### src/rtl/time_display.sv
// Stopwatch display back-end: converts {minutes, seconds} to BCD with a
// sequential shift-add-3 engine and scans a 4-digit MM.SS seven-segment display.
module time_display #(
    parameter int SCAN_DIV = 1000
) (
    input  logic        clk,
    input  logic        nrst,
    input  logic [11:0] time_in,
    input  logic        blank,
    output logic [6:0]  seg,
    output logic [3:0]  an,
    output logic        dp,
    output logic        busy
);

    localparam int CNT_W = (SCAN_DIV > 1) ? $clog2(SCAN_DIV) : 1;
    localparam logic [CNT_W-1:0] CNT_MAX = CNT_W'(SCAN_DIV - 1);

    typedef enum logic [1:0] {IDLE, SHIFT, DONE} state_e;

    state_e           state_q;
    logic [11:0]      last_q;
    logic [5:0]       min_bin_q, sec_bin_q;
    logic [7:0]       min_bcd_q, sec_bcd_q;
    logic [2:0]       bit_cnt_q;
    logic [3:0][3:0]  dig_q;
    logic [CNT_W-1:0] scan_cnt_q, scan_cnt_d;
    logic [1:0]       scan_idx_q, scan_idx_d;
    logic [13:0]      min_sh, sec_sh;
    logic [3:0]       cur_dig;

    function automatic logic [7:0] add3(input logic [7:0] b);
        logic [7:0] r;
        r = b;
        if (b[3:0] >= 4'd5) r[3:0] = b[3:0] + 4'd3;
        if (b[7:4] >= 4'd5) r[7:4] = b[7:4] + 4'd3;
        return r;
    endfunction

    function automatic logic [6:0] seg_pat(input logic [3:0] d);
        logic [6:0] p;
        case (d)
            4'd0:    p = 7'h3F;
            4'd1:    p = 7'h06;
            4'd2:    p = 7'h5B;
            4'd3:    p = 7'h4F;
            4'd4:    p = 7'h66;
            4'd5:    p = 7'h6D;
            4'd6:    p = 7'h7D;
            4'd7:    p = 7'h07;
            4'd8:    p = 7'h7F;
            4'd9:    p = 7'h6F;
            default: p = 7'h00;
        endcase
        return p;
    endfunction

    // One double-dabble iteration: adjust nibbles, then shift {bcd, bin} left.
    assign min_sh = {add3(min_bcd_q), min_bin_q} << 1;
    assign sec_sh = {add3(sec_bcd_q), sec_bin_q} << 1;

    always_ff @(posedge clk or negedge nrst) begin
        if (!nrst) begin
            state_q   <= IDLE;
            last_q    <= '0;
            min_bin_q <= '0;
            sec_bin_q <= '0;
            min_bcd_q <= '0;
            sec_bcd_q <= '0;
            bit_cnt_q <= '0;
            dig_q     <= '0;
        end else begin
            case (state_q)
                IDLE: begin
                    if (time_in != last_q) begin
                        last_q    <= time_in;
                        min_bin_q <= time_in[11:6];
                        sec_bin_q <= time_in[5:0];
                        min_bcd_q <= '0;
                        sec_bcd_q <= '0;
                        bit_cnt_q <= '0;
                        state_q   <= SHIFT;
                    end
                end
                SHIFT: begin
                    min_bcd_q <= min_sh[13:6];
                    min_bin_q <= min_sh[5:0];
                    sec_bcd_q <= sec_sh[13:6];
                    sec_bin_q <= sec_sh[5:0];
                    bit_cnt_q <= bit_cnt_q + 3'd1;
                    if (bit_cnt_q == 3'd5) state_q <= DONE;
                end
                DONE: begin
                    // All four digits land together so the scan never shows a mix.
                    dig_q   <= {min_bcd_q[7:4], min_bcd_q[3:0], sec_bcd_q[7:4], sec_bcd_q[3:0]};
                    state_q <= IDLE;
                end
                default: state_q <= IDLE;
            endcase
        end
    end

    always_comb begin
        scan_cnt_d = scan_cnt_q + 1'b1;
        scan_idx_d = scan_idx_q;
        if (scan_cnt_q == CNT_MAX) begin
            scan_cnt_d = '0;
            scan_idx_d = scan_idx_q + 2'd1;
        end
    end

    always_ff @(posedge clk or negedge nrst) begin
        if (!nrst) begin
            scan_cnt_q <= '0;
            scan_idx_q <= '0;
        end else begin
            scan_cnt_q <= scan_cnt_d;
            scan_idx_q <= scan_idx_d;
        end
    end

    assign cur_dig = dig_q[scan_idx_q];
    assign busy    = (state_q != IDLE);

    always_comb begin
        seg = 7'h00;
        an  = 4'b0000;
        dp  = 1'b0;
        if (!blank) begin
            seg = seg_pat(cur_dig);
            an  = 4'b0001 << scan_idx_q;
            dp  = (scan_idx_q == 2'd2);
        end
    end

endmodule

### config.mk
export PLATFORM = sky130hd
export DESIGN_NAME = time_display
export DESIGN_NICKNAME = d
export VERILOG_FILES = /design/src/rtl/time_display.sv
export SDC_FILE = /design/constraint.sdc
export NUM_CORES = 1
export LEC_CHECK = 0
export ABC_AREA = 1
export CORE_ASPECT_RATIO = 1.4
export CORE_MARGIN = 4
export CORE_UTILIZATION = 45
export CTS_CLUSTER_DIAMETER = 40
export CTS_CLUSTER_SIZE = 28
export DETAILED_ROUTE_END_ITERATION = 8
export GPL_TIMING_DRIVEN = 1
export PLACE_DENSITY = 0.67
export REMOVE_ABC_BUFFERS = 1
export SLEW_MARGIN = 10
export SYNTH_ARGS = -nofsm -noshare
export SYNTH_HDL_FRONTEND = slang
export SYNTH_SLANG_ARGS = --single-unit
### constraint.sdc
create_clock -name clk -period 4.9 [get_ports clk]
set_input_delay 0.49 -clock clk [delete_from_list [all_inputs] [get_ports clk]]
set_output_delay 0.49 -clock clk [all_outputs]
set_load 0.01 [all_outputs]
======== Word-level counts from Yosys, hierarchy flattened ========
Memories as Yosys holds them, arrays and structs flattened.
Cells that the tools add are included.
operators by class
  equality and inequality tests ........... 8
  muxes and demuxes ....................... 22
  order comparisons ....................... 5
  reduce and logical (&&, ||, !) cells .... 6
  $add $sub $neg .......................... 7
  shifts and indexed selects .............. 1
operator list
  kind                     count
  $pmux W8 S2              2
  $pmux W6 S2              2
  $ge A4 B3 Y1 const B     4
  $mux W4                  4
  $mux W6                  2
  $ne A12 B12 Y1           1
  $add A10 B1 Y10 const B  1
  $eq A10 B10 Y1 const B   1
  $mux W10                 1
  $mux W3                  3
  $add A4 B2 Y4 const B    2
  $bmux W4 S2              1
  $mux W8                  1
  $mux W7                  1
  $add A3 B2 Y3 const B    2
  $pmux W3 S2              1
  $reduce_and A2 Y1        3
  $eq A2 B2 Y1 const B     2
  $mux W2                  2
  $ne A2 B2 Y1 const B     2
  $pmux W2 S2              1
  $reduce_bool A2 Y1       2
  $shl A1 B2 Y4 const A    1
  $add A3 B1 Y3 const B    1
  other kinds (6)          6
word-level totals
  register bits ........................... 73
  memories ................................ 1
  input bits .............................. 15
  output and inout port bits .............. 13
  memory bits (read-only) ................. 112
  logic and storage cells ................. 63
memories
  memory            words  bits a word  read ports  clocked after memory_dff  wr ports  RTL line  text
  (name not given)  16     7            1           0                         0         42        case (d)

======== Longest topological paths before layout ========
Gate-level depths: netlist of the first run.
An unclocked memory read counts as a cell.
  depth after elaboration ................. 4
  depth in mapped cells ................... 10
  mapped depth without buffers ............ 10

======== Least setup slack after synthesis of the first run ========
OpenSTA, ideal clock, no wires.
  path kind ............................... register to output
  start ................................... register scan_idx_q[0]
  end ..................................... output port seg[4]
  path slack .............................. 2.881 ns
  data required time ...................... 4.410 ns
  cell stages (with the launch flop) ...... 10
  buffers on the path ..................... 1
  data arrival time ....................... 1.529 ns
  path through ............................ dfrtp_1 -> buf_6 -> a21oi_1 -> o21ai_0 -> nand2_1 -> ha_1 -> inv_1 -> o21ai_0 -> a21oi_1 -> nor3_1
between the ends
  longest elaborated chain between the ends .. 4
ends and longest elaborated chain
  element                        RTL line  text
  start, declared                28        logic [1:0] scan_idx_q, scan_idx_d;
  start signal, assigned         118       scan_idx_q <= scan_idx_d;
  $bmux W4 S2                    122       assign cur_dig = dig_q[scan_idx_q];
  $mux W4 (implied by the code)  122
  $mem_v2 Z16 W7                 --
  $mux W7                        129       if (!blank) begin
  end, declared                  10        output logic [6:0] seg,
No other way between the ends. The select of a mux whose other input is x is not followed.

======== Worst setup path in the final report of the first run ========
  start ................................... register scan_idx_q[0]
  end ..................................... output port seg[5]
Same word-level chain as after synthesis.

==> results of run 1 <==
[cell usage after synthesis, drive strengths merged]
library cell	number
nand2	149
dfrtp	73
inv	59
o21ai	53
nand3	49
nor2	37
a21oi	23
ha	20
buf	13
xnor2	9
clkbuf	5
or2	4
xor2	3
nor3	2
a211oi	1
a21boi	1
nor3b	1
o21a	1
[power breakdown]
part	leakage [nW]	internal, mW	switching, mW	total [mW]
clock	0.157	0.474	0.234	0.708
combinational	1.27	0.451	0.701	1.15
sequential	0.912	0.845	0.182	1.03
total	2.34	1.77	1.12	2.89
[worst min path at each step]
stage                 start       endpoint  slack, ps  cells after the start
6_report               nrst  scan_cnt_q[8]        180                      1
3_3_place_gp   min_bin_q[5]   min_bcd_q[0]        460                      2
2_1_floorplan          nrst   bit_cnt_q[0]        190                      0
4_1_cts                nrst  scan_cnt_q[9]        200                      1
3_5_place_dp       dig_q[1]       dig_q[1]        480                      2
5_1_grt                nrst  scan_cnt_q[9]        230                      1
[stage by stage]
stage          util, %  power [mW]  setup WS (ps)  instance area (sq um)
2_1_floorplan        -        1.88           2820                   3970
3_3_place_gp      48.8        2.16           2290                   4380
3_5_place_dp      48.8        2.20           2160                   4380
4_1_cts           52.4        2.93           1810                   4700
5_1_grt           52.4        3.18           1630                   4700
6_report          52.4        2.89           1810                   4700
[cells in the final DEF, fill, tap and decap left out, types with 2 or more instances in the layout]
| cell | count |
|---|---|
| o21ai_1 | 6 |
| clkbuf_16 | 9 |
| bufinv_16 | 2 |
| dfrtp_1 | 73 |
| nand3_1 | 28 |
| a21oi_1 | 22 |
| clkbuf_1 | 3 |
| o21ai_0 | 42 |
| inv_2 | 9 |
| nand3_2 | 20 |
| nor2_2 | 4 |
| ha_1 | 20 |
| o21ai_2 | 5 |
| nor3_1 | 2 |
| nor2_1 | 32 |
| inv_1 | 50 |
| clkdlybuf4s50_1 | 26 |
| nand2_1 | 146 |
| xnor2_1 | 9 |
| clkbuf_8 | 2 |
| xor2_1 | 3 |
| or2_2 | 3 |
[flip-flops by register name (all words and copies together), names as in the netlist]
name,cells
bit_cnt_q,3
dig_q,16
last_q,12
min_bcd_q,8
min_bin_q,6
scan_cnt_q,10
scan_idx_q,2
sec_bcd_q,8
sec_bin_q,6
state_q,2
[worst reg2reg max path, cell delays in order (launching register included)]
cell and delay [ps]:
dfrtp_1 420, nor2_4 510, inv_2 550, or2_2 450, nand2_1 70
[logic make-up after synthesis]
family,share of synthesized area [%]
adders and majority gates,6.06
buffers and inverters,9.13
and+or+nand+nor,27.7
AOI/OAI and AO/OA,10.3
DFF,44.3
xor gates and xnor gates,2.55
[layout make-up]
type	count	share of cell area, %
Sequential cell	73	38.9
Clock buffer	14	5.61
Timing Repair Buffer	28	5.80
Inverter	59	4.71
Tap cell	107	2.85
Clock inverter	2	1.28
Multi-Input combinational cell	353	40.9
[layer usage]
metal | track usage, % | routed length (um)
met1 | 18.6 | 3270
met2 | 27.2 | 3850
met3 | 2.45 | 228
met4 | 8.19 | 222
met5 | 0 | 0
==> out/qor.txt, run 1 <==
outcome = completed
synthesized cell area = 4130 sq um
Rel. slew slack = 36.3%
global-route usage over all layers = 15.8%
worst slew pin tran = 954 ps
vias in the first global route = 3140
Max FO, Critical Path = 13
antenna diode count = 0
slowest stage delay, CP = 590 ps
fillcell total = 834
Hold WC Path Type = primary input to async pin
Synth area leader = dfrtp_1
total wire length = 7570 um
fmax = 323 MHz
Clk Latency, worst-skew pair = 330 ps
Slew Viols, Final = 0
kind of critical path = flip-flop to output pin
core box area = 8980 sq um
Critical R2R Launch = state_q[1]
top-area cell type share of the netlist area = 44.3%
Peak VDD IR = 0.000352 V
largest net degree at the start of global routing = 53
Worst Path Arrival = 2600 ps
Final setup viols = 0
Root Buffer = clkbuf_16
ratio of cells with drive above 1 in the final layout = 11.7%
Pwr per Cell Area = 614 nW/um^2
# IOs = 28
worst setup path end = seg[5]
fin cells = 636
first-pass GRT wire length = 13600 um
post-synthesis cell type count = 34
CTS Buffer Depth = 2
RePlAce Congestion = 0.778
syn avg cell area = 8.20 sq um
Cells after Synth = 503
Period Utilization, post-route = 63.1%
r2r setup slk = 2840 ps
Setup Skew = 5.61 ps
RSZ-0062 raised after global routing = false
Worst setup SP type = flip-flop
multi-input logic area = 1920 sq um
CTS clk-pin slew, worst paths = 60 ps
Reg area = 1830 sq um
most frequent CP cell = nand2_1
Critical R2R Capture = bit_cnt_q[1]
sequential fraction of the synthesis area = 44.3%
CTS tree = yes
Vias/cell = 5.02
cell family with most CP delay = buffers and inverters
Ys Warns = 0
CP Capture Type = output pin
WL per Instance = 11.9 um
CP max-delay cell = dfrtp_1
FF-to-FF path depth = 4
grt total ovfl = 0
number of port buffers = 27
H-tree depth = 3
#FFs+latches synth = 73
Req. time, crit path = 4410 ps
WHS = 181 ps
Crit path buffers/inverters = 3
Layout Nets = 559
Num CTS Buffers = 9
CTS resizes = 0
initial antenna violation count = 0
post-route antenna net violation count = 0
dpl cells = 620
DP HPWL = 5220 um
via count = 3193
Worst Setup SP = scan_idx_q[0]
DR iter-0 viols = 131
top post-synthesis cells by area = dfrtp_1 44%, nand2_1 13%, ha_1 6.1%, o21ai_0 5.1%, nand3_2 4.9%
Post-CTS Setup Repair Bufs = 0
Synth-to-Final Area Change = 13.9%
Crit path depth = 10
crit path time final = 3090 ps
Rows = 41
DIE HEIGHT = 121 um
TNS Setup = 0 ps
max_cap viols = 0
Initial Utilization = 46.0%
1st-pass router iterations = 4
cells along the critical path = inv_2 -> nand2_1 -> nand3_1 -> nand2_1 -> inv_1 -> ha_1 -> o21ai_1 -> a21oi_1 -> nor2_1 -> clkdlybuf4s50_1
DR DRC count = 0
Sinks on Clock Net = 73
Die Span X = 88.9 um
hold buffers post-CTS = 0
Hold Fails Final Rpt = 0
Leak = 2.34 nW
Die ar. = 10800 sq um
No activity file was read; power rests on OpenSTA's default activity.
==> inputs of run 2 (changes only) <==
clock period = 3.2 ns   (was 4.9 ns; I/O delays follow)
==> out/qor.txt, run 2 (synthesis results as in run 1) <==
outcome = completed (unchanged)
DR DRC count = 0 (unchanged)
multi-input logic area = 1920 sq um (unchanged)
first-pass GRT wire length = 13400 um (was 13600 um)
Post-CTS Setup Repair Bufs = 0 (unchanged)
Crit path buffers/inverters = 3 (unchanged)
cell family with most CP delay = buffers and inverters (unchanged)
Slew Viols, Final = 0 (unchanged)
DP HPWL = 5140 um (was 5220 um)
Vias/cell = 4.99 (was 5.02)
kind of critical path = flip-flop to output pin (unchanged)
Worst setup SP type = flip-flop (unchanged)
Req. time, crit path = 2880 ps (was 4410 ps)
met2 usage = 27.6% (was 27.2%)
Critical R2R Capture = min_bin_q[3] (was bit_cnt_q[1])
CTS tree = yes (unchanged)
CTS Buffer Depth = 2 (unchanged)
Clk Latency, worst-skew pair = 330 ps (about the same)
Tot Pwr = 4.24 mW (was 2.89 mW)
Max FO, Critical Path = 13 (unchanged)
largest net degree at the start of global routing = 74 (was 53)
final setup margin = 297 ps (was 1810 ps)
Die ar. = 10800 sq um (unchanged)
initial antenna violation count = 0 (unchanged)
GR Layer Usage met3 = 3.67% (was 2.45%)
Leak = 2.32 nW (was 2.34 nW)
number of port buffers = 27 (unchanged)
max_cap viols = 0 (unchanged)
via count = 3167 (was 3193)
WL per Instance = 11.7 um (was 11.9 um)
most frequent cells in the layout = 146 x nand2_1, 73 x dfrtp_1, 50 x inv_1, 42 x o21ai_0, 32 x nor2_1 (unchanged)
Initial Utilization = 46.0% (unchanged)
global-route usage over all layers = 15.6% (was 15.8%)
total wire length = 7460 um (was 7570 um)
antenna diode count = 0 (unchanged)
1st-pass router iterations = 4 (unchanged)
slowest stage delay, CP = 590 ps (about the same)
RSZ-0062 raised after global routing = false (unchanged)
Hold Fails Final Rpt = 0 (unchanged)
Hold WC Path Type = primary input to async pin (unchanged)
Num CTS Buffers = 9 (unchanged)
DP Worst Slack = 660 ps (was 2160 ps)
fmax = 345 MHz
CP max-delay cell = dfrtp_1 (unchanged)
top flop regs = dig_q x16, last_q x12, scan_cnt_q x10 (unchanged)
Period Utilization, post-route = 90.7%
Rows = 41 (unchanged)
crit path time final = 2900 ps
hold buffers post-CTS = 0 (unchanged)
worst slew pin tran = 954 ps (about the same)
H-tree depth = 3 (unchanged)
Worst Path Arrival = 2580 ps (was 2600 ps)
post-route antenna net violation count = 0 (unchanged)
FF-to-FF path depth = 7 (was 4)
Synth-to-Final Area Change = 12.7% (was 13.9%)
most frequent CP cell = nand2_1 (unchanged)
Die Span X = 88.9 um (unchanged)
grt total ovfl = 0 (unchanged)
# IOs = 28 (unchanged)
WHS = 206 ps (was 181 ps)
met1 Resource Use GR = 17.7% (was 18.6%)
DR iter-0 viols = 69 (was 131)
fillcell total = 850 (was 834)
CP Capture Type = output pin (unchanged)
Root Buffer = clkbuf_16 (unchanged)
Final setup viols = 0 (unchanged)
commonest non-fill, non-tap cell in the layout = nand2_1 (unchanged)
CTS resizes = 0 (unchanged)
core box area = 8980 sq um (unchanged)
TNS Setup = 0 ps (unchanged)
CTS clk-pin slew, worst paths = 50 ps (was 60 ps)
Critical R2R Launch = state_q[0] (was state_q[1])
Peak VDD IR = 0.000643 V (was 0.000352 V)
vias in the first global route = 3101 (was 3140)
max reg flops = 16 (unchanged)
Layout Nets = 560 (was 559)
cells along the critical path = inv_2 -> nand2_1 -> nand3_1 -> nand2_1 -> inv_1 -> ha_1 -> o21ai_1 -> a21oi_1 -> nor2_1 -> clkdlybuf4s50_1 (unchanged)
ratio of cells with drive above 1 in the final layout = 11.6% (was 11.7%)
r2r setup slk = 1260 ps (was 2840 ps)
Sinks on Clock Net = 73 (unchanged)
RePlAce Congestion = 0.767 (was 0.778)
Rel. slew slack = 36.3% (about the same)
Setup Skew = 3.57 ps (was 5.61 ps)
Pwr per Cell Area = 911 nW/um^2 (was 614 nW/um^2)
Largest Register = dig_q (unchanged)
Reg area = 1830 sq um (unchanged)
DIE HEIGHT = 121 um (unchanged)
GR peak layer = met2 (unchanged)
==> run 2: how the worst max path moves through the flow <==
stage	startpoint	end	slack [ps]	cells past startpoint
after CTS	scan_idx_q[0]	seg[5]	300	10
after global routing	scan_idx_q[0]	seg[6]	60	10
after floorplan	scan_idx_q[0]	seg[4]	1290	10
after global placement	scan_idx_q[0]	seg[3]	760	10
after detailed placement	scan_idx_q[0]	seg[5]	660	10
final	scan_idx_q[0]	seg[5]	300	10
==> run 2: layout make-up <==
class | count | area share (%)
tap | 107 | 2.88
clock buffer | 14 | 5.68
timing repair buffer | 29 | 6.03
inverter | 59 | 4.76
sequential | 73 | 39.3
multi-input combinational | 353 | 41.4
==> run 2: power by group <==
part           switching [mW]  internal, mW  total [mW]  leakage, nW
Sequential              0.278          1.30        1.57        0.912
Combinational            1.07         0.697        1.76         1.28
Clock                   0.340         0.559       0.898        0.129
Total                    1.69          2.55        4.24         2.32
==> run 2: worst register-to-register path, delay by kind of cell, from the launching register on <==
kind	cells	cell delay (ps)
buf+inv	3	1050
flops	1	390
simple gates	4	380
==> run 2: metal layers <==
layer	part of all wire (%)	vias up	routed length (um)
li1	-	1642	-
met1	44	1464	3270
met2	50	45	3750
met3	3.7	16	276
met4	2.2	0	161
met5	0	-	0
==> run 2: metrics by stage <==
step	cell area, sq um	util [%]	cells
detailed placement	4390	48.9	621
floorplan	3970	-	485
CTS	4650	51.8	635
global placement	4390	48.9	621
finish	4650	51.8	635
global route	4650	51.8	635
==> inputs of run 3 (changes only) <==
CORE_UTILIZATION = 51   (was 45)
CTS_BUF_LIST = sky130_fd_sc_hd__clkbuf_16   (was not set)
PLACE_DENSITY = 0.74   (was 0.67)
==> out/qor.txt, run 3 (synthesis results as in run 1) <==
Synth-to-Final Area Change = 12.4% (was 12.7%)
grt total ovfl = 0 (unchanged)
number of port buffers = 27 (unchanged)
outcome = completed (unchanged)
largest net degree at the start of global routing = 53 (was 74)
most frequent cells in the layout = 146 x nand2_1, 73 x dfrtp_1, 51 x inv_1, 42 x o21ai_0, 32 x nor2_1 (was 146 x nand2_1, 73 x dfrtp_1, 50 x inv_1, 42 x o21ai_0, 32 x nor2_1)
Period Utilization, post-route = 92.0% (was 90.7%)
Setup Skew = 5.15 ps (was 3.57 ps)
DIE HEIGHT = 114 um (was 121 um)
cell area after layout = 4640 sq um (was 4650 sq um)
antenna diode count = 0 (unchanged)
core box area = 7800 sq um (was 8980 sq um)
post-route antenna net violation count = 0 (unchanged)
DP Worst Slack = 644 ps (was 660 ps)
fin cells = 630 (was 635)
CTS Buffer Depth = 2 (unchanged)
DR DRC count = 0 (unchanged)
Max FO, Critical Path = 13 (unchanged)
fmax = 340 MHz (was 345 MHz)
Root Buffer = clkbuf_16 (unchanged)
Tot Pwr = 4.22 mW (was 4.24 mW)
ratio of cells with drive above 1 in the final layout = 12.1% (was 11.6%)
Req. time, crit path = 2880 ps (about the same)
CP Capture Type = output pin (unchanged)
CTS clk-pin slew, worst paths = 50 ps (about the same)
Initial Utilization = 52.9% (was 46.0%)
hold buffers post-CTS = 0 (unchanged)
Clk Latency, worst-skew pair = 330 ps (about the same)
final setup margin = 256 ps (was 297 ps)
# IOs = 28 (unchanged)
placed instance area = 4380 sq um (was 4390 sq um)
commonest non-fill, non-tap cell in the layout = nand2_1 (unchanged)
GR peak layer = met2 (unchanged)
Hold WC Path Type = primary input to async pin (unchanged)
TNS Setup = 0 ps (unchanged)
total wire length = 7540 um (was 7460 um)
Vias/cell = 5.09 (was 4.99)
Peak VDD IR = 0.000569 V (was 0.000643 V)
Post-CTS Setup Repair Bufs = 0 (unchanged)
Die Span X = 84.0 um (was 88.9 um)
met2 usage = 31.4% (was 27.6%)
RSZ-0062 raised after global routing = false (unchanged)
r2r setup slk = 1450 ps (was 1260 ps)
DR iter-0 viols = 132 (was 69)
Layout Nets = 561 (was 560)
DP HPWL = 5290 um (was 5140 um)
Slew Viols, Final = 0 (unchanged)
Worst Path Arrival = 2620 ps (was 2580 ps)
top flop regs = dig_q x16, last_q x12, scan_cnt_q x10 (unchanged)
Hold Fails Final Rpt = 0 (unchanged)
kind of critical path = flip-flop to output pin (unchanged)
via count = 3205 (was 3167)
Leak = 2.33 nW (was 2.32 nW)
met1 Resource Use GR = 19.0% (was 17.7%)
RePlAce Congestion = 0.808 (was 0.767)
Rows = 38 (was 41)
initial antenna violation count = 0 (unchanged)
final core utilization = 59.5% (was 51.8%)
dpl cells = 615 (was 621)
most frequent CP cell = nand2_1 (unchanged)
CTS resizes = 0 (unchanged)
worst slew pin tran = 944 ps (was 954 ps)
Final setup viols = 0 (unchanged)
first-pass GRT wire length = 13700 um (was 13400 um)
vias in the first global route = 3225 (was 3101)
H-tree depth = 3 (unchanged)
Worst setup SP type = flip-flop (unchanged)
Pwr per Cell Area = 909 nW/um^2 (was 911 nW/um^2)
crit path time final = 2940 ps (was 2900 ps)
Num CTS Buffers = 9 (unchanged)
WL per Instance = 12.0 um (was 11.7 um)
Sinks on Clock Net = 73 (unchanged)
slowest stage delay, CP = 580 ps (was 590 ps)
Rel. slew slack = 37.0% (was 36.3%)
Largest Register = dig_q (unchanged)
CTS tree = yes (unchanged)
cells along the critical path = inv_2 -> nand2_1 -> nand3_1 -> nand2_1 -> inv_1 -> ha_1 -> o21ai_1 -> a21oi_1 -> nor2_1 -> clkdlybuf4s50_1 (unchanged)
WHS = 60.1 ps (was 206 ps)
GR Layer Usage met3 = 3.67% (about the same)
Die ar. = 9610 sq um (was 10800 sq um)
max_cap viols = 0 (unchanged)
1st-pass router iterations = 6 (was 4)
CP max-delay cell = dfrtp_1 (unchanged)
max reg flops = 16 (unchanged)
global-route usage over all layers = 17.4% (was 15.6%)
## run 3: changes by cell type in the layout (fill, tap and decap cells not counted)
cell	delta
inv_1	+1
clkbuf_1	-3
clkbuf_8	-2
clkinv_1	+1
buf_4	+1
clkinv_2	+4
## run 3: power breakdown
part           switching, mW  internal [mW]  total [mW]
Clock                  0.354          0.508       0.861
Combinational           1.07          0.698        1.77
Sequential             0.289           1.29        1.58
## run 3: cell type report
class / count / area, sq um
fillers: 716 / 3160
multi-input cells: 353 / 1920
flip-flops and latches: 73 / 1830
repair buffers: 30 / 288
clock buffers: 9 / 225
inverters: 59 / 221
well taps: 100 / 125
clock inverters: 6 / 27.5
## run 3: critical path, delay by kind of cell, from the launching register on
kind | cells | cell delay (ps)
AOI/OAI and AO/OA | 2 | 250
DFF | 1 | 580
adders and majority gates | 1 | 200
and+or+nand+nor | 4 | 460
buffers and inverters | 3 | 800
## run 3: routing by layer
| metal | vias up | part of all wire [%] | wire [um] |
|---|---|---|---|
| met5 | - | 0 | 0 |
| met4 | 0 | 3.7 | 276 |
| met3 | 23 | 3.4 | 254 |
| met2 | 51 | 50 | 3800 |
| met1 | 1488 | 43 | 3210 |
| li1 | 1643 | - | - |
## run 3: path summary, 6_finish.rpt
path                          startpoint  cells after the start             to
setup / recovery           scan_idx_q[0]                     10         seg[6]
setup reg to reg               last_q[2]                     10   sec_bin_q[3]
max in group asynchronous           nrst                      2   sec_bin_q[4]
min in group clk            min_bin_q[5]                      2   min_bcd_q[0]
hold / removal                      nrst                      1  scan_cnt_q[6]
hold reg to reg             min_bin_q[5]                      2   min_bcd_q[0]
